==> config.mk <==
export PLATFORM = sky130hd
export DESIGN_NAME = l2_req_arbiter
export DESIGN_NICKNAME = d
export VERILOG_FILES = /design/src/rtl/l2_req_arbiter.sv
export SDC_FILE = /design/constraint.sdc
export NUM_CORES = 1
export LEC_CHECK = 0
export ABC_AREA = 0
export CORE_AREA = 2 2 332 334
export CTS_BUF_LIST = sky130_fd_sc_hd__clkbuf_16
export DETAILED_ROUTE_END_ITERATION = 8
export DIE_AREA = 0 0 334 336
export SLEW_MARGIN = 30
export SYNTH_ARGS = -nofsm -noshare
export SYNTH_HDL_FRONTEND = slang
export SYNTH_SLANG_ARGS = --single-unit
==> constraint.sdc <==
create_clock -name clk -period 2.6 [get_ports clk]
set_input_delay 0.52 -clock clk [delete_from_list [all_inputs] [get_ports clk]]
set_output_delay 0.52 -clock clk [all_outputs]
set_load 0.01 [all_outputs]
==> src/rtl/l2_req_arbiter.sv <==
// l2_req_arbiter: round-robin arbiter sharing one L2 port between I-cache and D-cache
// Ports:
//   clk, rst (async, active-low)
//   i_ren/i_addr -> i_rdata/i_ready          : I-cache line read request and response
//   d_ren/d_wen/d_addr/d_wdata -> d_rdata/d_ready : D-cache read/write-back request and response
//   l2_ren/l2_wen/l2_addr/l2_wdata <- l2_rdata/l2_ready : shared L2 port
//   i_grant_cnt/d_grant_cnt : completed transactions, saturating
//   i_wait_cnt/d_wait_cnt   : cycles spent waiting while the other side is busy, saturating
module l2_req_arbiter #(
  parameter int ADDR_W = 28,
  parameter int DATA_W = 128,
  parameter int CNT_W  = 32
) (
  input  logic              clk,
  input  logic              rst,
  input  logic              i_ren,
  input  logic [ADDR_W-1:0] i_addr,
  output logic [DATA_W-1:0] i_rdata,
  output logic              i_ready,
  input  logic              d_ren,
  input  logic              d_wen,
  input  logic [ADDR_W-1:0] d_addr,
  input  logic [DATA_W-1:0] d_wdata,
  output logic [DATA_W-1:0] d_rdata,
  output logic              d_ready,
  output logic              l2_ren,
  output logic              l2_wen,
  output logic [ADDR_W-1:0] l2_addr,
  output logic [DATA_W-1:0] l2_wdata,
  input  logic [DATA_W-1:0] l2_rdata,
  input  logic              l2_ready,
  output logic [CNT_W-1:0]  i_grant_cnt,
  output logic [CNT_W-1:0]  d_grant_cnt,
  output logic [CNT_W-1:0]  i_wait_cnt,
  output logic [CNT_W-1:0]  d_wait_cnt
);
  typedef enum logic [1:0] {IDLE, BUSY_I, BUSY_D, DONE} state_t;
  state_t state_q;
  logic   last_d_q;
  logic   d_req;
  logic   d_wins;
  function automatic logic [CNT_W-1:0] sat_inc(input logic [CNT_W-1:0] v);
    return &v ? v : v + 1'b1;
  endfunction
  assign d_req  = d_ren | d_wen;
  // D wins when it is the only requester, or on a tie when I was granted last
  assign d_wins = d_req & (~i_ren | ~last_d_q);
  always_ff @(posedge clk or negedge rst) begin
    if (!rst) begin
      state_q     <= IDLE;
      last_d_q    <= 1'b0;
      i_rdata     <= '0;
      d_rdata     <= '0;
      i_ready     <= 1'b0;
      d_ready     <= 1'b0;
      l2_ren      <= 1'b0;
      l2_wen      <= 1'b0;
      l2_addr     <= '0;
      l2_wdata    <= '0;
      i_grant_cnt <= '0;
      d_grant_cnt <= '0;
      i_wait_cnt  <= '0;
      d_wait_cnt  <= '0;
    end else begin
      i_ready <= 1'b0;
      d_ready <= 1'b0;
      if (state_q == BUSY_D && i_ren) i_wait_cnt <= sat_inc(i_wait_cnt);
      if (state_q == BUSY_I && d_req) d_wait_cnt <= sat_inc(d_wait_cnt);
      case (state_q)
        IDLE: if (i_ren | d_req) begin
          state_q  <= d_wins ? BUSY_D : BUSY_I;
          last_d_q <= d_wins;
          l2_addr  <= d_wins ? d_addr : i_addr;
          // read+write together is a write-back
          l2_ren   <= ~(d_wins & d_wen);
          l2_wen   <= d_wins & d_wen;
          if (d_wins & d_wen) l2_wdata <= d_wdata;
        end
        BUSY_I, BUSY_D: if (l2_ready) begin
          state_q <= DONE;
          l2_ren  <= 1'b0;
          l2_wen  <= 1'b0;
          if (state_q == BUSY_D) begin
            d_rdata     <= l2_rdata;
            d_ready     <= 1'b1;
            d_grant_cnt <= sat_inc(d_grant_cnt);
          end else begin
            i_rdata     <= l2_rdata;
            i_ready     <= 1'b1;
            i_grant_cnt <= sat_inc(i_grant_cnt);
          end
        end
        default: state_q <= IDLE;
      endcase
    end
  end
endmodule

==> impl_metrics.env <==
export IMPL_fp_dieH_um=336
export IMPL_htreeDepth=3
export IMPL_rsz0062_at_grt="false"
export IMPL_core_um2=108000
export IMPL_synth_ff_type="dfrtp_1"
export IMPL_vias=17300
export IMPL_ant_nets=0
export IMPL_cts_clk_slew_worst_paths_ns=0.05
export IMPL_drtIter0Drc=910
export IMPL_whs_ns=0.464
export IMPL_port_buffers=861
export IMPL_antenna_found_initial=18
export IMPL_p_per_area_nw_per_um2=1140
export IMPL_min_period_over_period_pct=89.6
export IMPL_overflow=0
export IMPL_met3_length_mm=8.37
export IMPL_startpoint="d_grant_cnt[0]"
export IMPL_cts_sinks=547
export IMPL_finalSetupViolations=0
export IMPL_synth_edf_count=0
export IMPL_drive_gt1_share_pct=15.8
export IMPL_io_pins=862
export IMPL_die_area_um2=112000
export IMPL_tightest_slew_ns=0.720
export IMPL_slew_viol_final=0
export IMPL_synth_nets=2144
export IMPL_synthCells=1817
export IMPL_synth_seq_area_share_pct=62.5
export IMPL_place_ws_ns=0.155
export IMPL_clock_path_buffers=3
export IMPL_grt_usage_pct=14.1
export IMPL_viasPerCell=4.10
export IMPL_cts_root_buf="clkbuf_16"
export IMPL_cts_tree="yes"
export IMPL_crit_end="d_grant_cnt[1]"
export IMPL_drc=0
export IMPL_start_kind="register"
export IMPL_hpwl_mm=63.5
export IMPL_fin_setup_tns_ns=0
export IMPL_worst_path_max_fanout=17
export IMPL_dr_wl_met2_mm=39.8
export IMPL_fin_nets=3078
export IMPL_gp_congestion=0.833
export IMPL_fin_worst_skew_ns=0.0162
export IMPL_hold_violations=0
export IMPL_rows=121
export IMPL_grt_first_pass_wirelength_mm=119
export IMPL_worstReg2RegEnd="d_grant_cnt[1]"
export IMPL_grt_start_max_net_pins=106
export IMPL_highest_layer="met5"
export IMPL_max_freq_mhz=429
export IMPL_ys_seq_elements=547
export IMPL_ys_async_sr_fraction_pct=100
export IMPL_outcome="finished clean"
export IMPL_setup_slack_ns=0.269
export IMPL_met1_length_mm=32.2
export IMPL_cts_resized=0
export IMPL_endpoint_kind="register"
export IMPL_yosysWarningCount=0
export IMPL_postCtsSetupRepairBufs=0
export IMPL_synth_distinct_cells=47
export IMPL_worstPathRequired_ns=3.09
export IMPL_rr_worst_depth=6
export IMPL_post_drt_wl_per_cell_um=19.6
export IMPL_grt_pass1_vias=18000
export IMPL_drv_cap=0
export IMPL_synth_area_um2=21900
export IMPL_die_w_um=334
export IMPL_worstPathArrival_ns=2.82
export IMPL_reg2reg_slack_ns=0.27
export IMPL_slew_headroom_pct=51.9
export IMPL_final_cell_mix="clkdlybuf4s50_1, dfrtp_1, nand2_1"
export IMPL_critPathKind="register to register"
export IMPL_fill_cells=11000
export IMPL_layout_commonest_cell="clkdlybuf4s50_1"
export IMPL_dr_pass1_iters=5
export IMPL_r2r_start="d_grant_cnt[0]"
export IMPL_min_period_ns=2.33
export IMPL_routed_wl_mm=82.6
export IMPL_clk_insertion_delay_late_ns=0.62
export IMPL_peakVddDrop_mv=0.695
export IMPL_avgSynthCellArea_um2=12.1
export IMPL_p_leak_nw=15.2
export IMPL_initial_core_util_pct=20.2
export IMPL_syn_to_final_growth_pct=59.6
export IMPL_worstHoldPathType="input port to register"
export IMPL_numCtsBuffers=67
-- through the flow --
stage	total power [mW]	std cells	instance area [µm²]	utilization, %
global route	42.2	4221	35000	32.3
global placement	31.1	4095	32900	30.3
CTS	40.5	4212	35000	32.2
detailed placement	31.3	4095	32900	30.3
finish	39.8	4221	35000	32.3
floorplan	20.7	1817	21900	-
-- Yosys cell counts, drive strengths merged (3+ instances only) --
cell | count | area share [%]
dfrtp | 547 | 62
nand2 | 468 | 8.0
mux2 | 260 | 13
xnor2 | 77 | 3.1
clkbuf | 58 | 0.99
nand3 | 52 | 1.2
nand4 | 45 | 1.3
xor2 | 44 | 1.8
nor2 | 32 | 0.55
o21ai | 32 | 0.73
mux2i | 29 | 1.3
nor4 | 26 | 0.88
nor3 | 24 | 0.55
and3 | 19 | 0.55
inv | 18 | 0.31
buf | 15 | 0.31
and4 | 11 | 0.45
a31oi | 9 | 0.26
ha | 9 | 0.51
a21oi | 6 | 0.14
or2 | 5 | 0.14
and2 | 3 | 0.086
o31ai | 3 | 0.10
or4 | 3 | 0.12
-- timing repair --
item	4_1_cts	5_1_grt
hold endpoints to repair	34	0
hold buffers	1	0
setup endpoints to repair	0	0
-- worst max-delay path: stages (launching register included) --
cell	delay, ns
dfrtp_1	0.47
ha_1	0.31
nand4_1	0.18
nor4_1	0.51
a31oi_1	0.20
buf_4	0.24
mux2_2	0.28
-- how the worst min path moves through the flow --
stage	start	end	slack, ns	depth (start not counted)
3_5_place_dp	i_rdata[24]	i_rdata[24]	0.46	2
2_1_floorplan	rst	d_grant_cnt[0]	0.22	0
6_report	l2_rdata[111]	i_rdata[111]	0.46	3
5_1_grt	l2_rdata[91]	i_rdata[91]	0.42	3
4_1_cts	l2_rdata[107]	i_rdata[107]	0.39	3
3_3_place_gp	i_rdata[44]	i_rdata[44]	0.46	2
-- registers in the layout, summed over array words and instances, names as in the netlist --
name and cells:
d_grant_cnt 32, d_rdata 128, d_ready 1, d_wait_cnt 32
i_grant_cnt 32, i_rdata 128, i_ready 1, i_wait_cnt 32
l2_addr 28, l2_ren 1, l2_wdata 128, l2_wen 1
last_d_q 1, state_q 2
-- cells by family after synthesis --
logic type	after synthesis	synth area share (%)
muxes	289	14.7
AOI/OAI and AO/OA	60	1.60
buffers and inverters	92	1.63
and+or+nand+nor	699	14.2
DFF	547	62.5
adders and majority gates	9	0.514
xor gates and xnor gates	121	4.84
-- layer usage --
metal | vias up | GRT usage (%)
met3 | 126 | 6.37
met2 | 650 | 23.0
met5 | - | 0
met1 | 8454 | 16.2
met4 | 8 | 5.39
li1 | 8058 | -
-- report_power, final --
group / switching (mW) / total (mW) / internal (mW)
logic: 7.62 / 17.0 / 9.35
clock network: 3.79 / 8.87 / 5.08
registers: 1.99 / 14.0 / 12.0
-- layout make-up --
type	instances	area, µm²	area share (%)
clock inverter	48	368	1.05
antenna	9	22.5	0.0644
sequential	547	13700	39.1
tap	1414	1770	5.06
clock buffer	68	1700	4.87
timing repair buffer	938	9440	27.0
multi-input combinational	1178	7910	22.6
inverter	19	78.8	0.225
No activity file was read; power rests on OpenSTA's default activity.
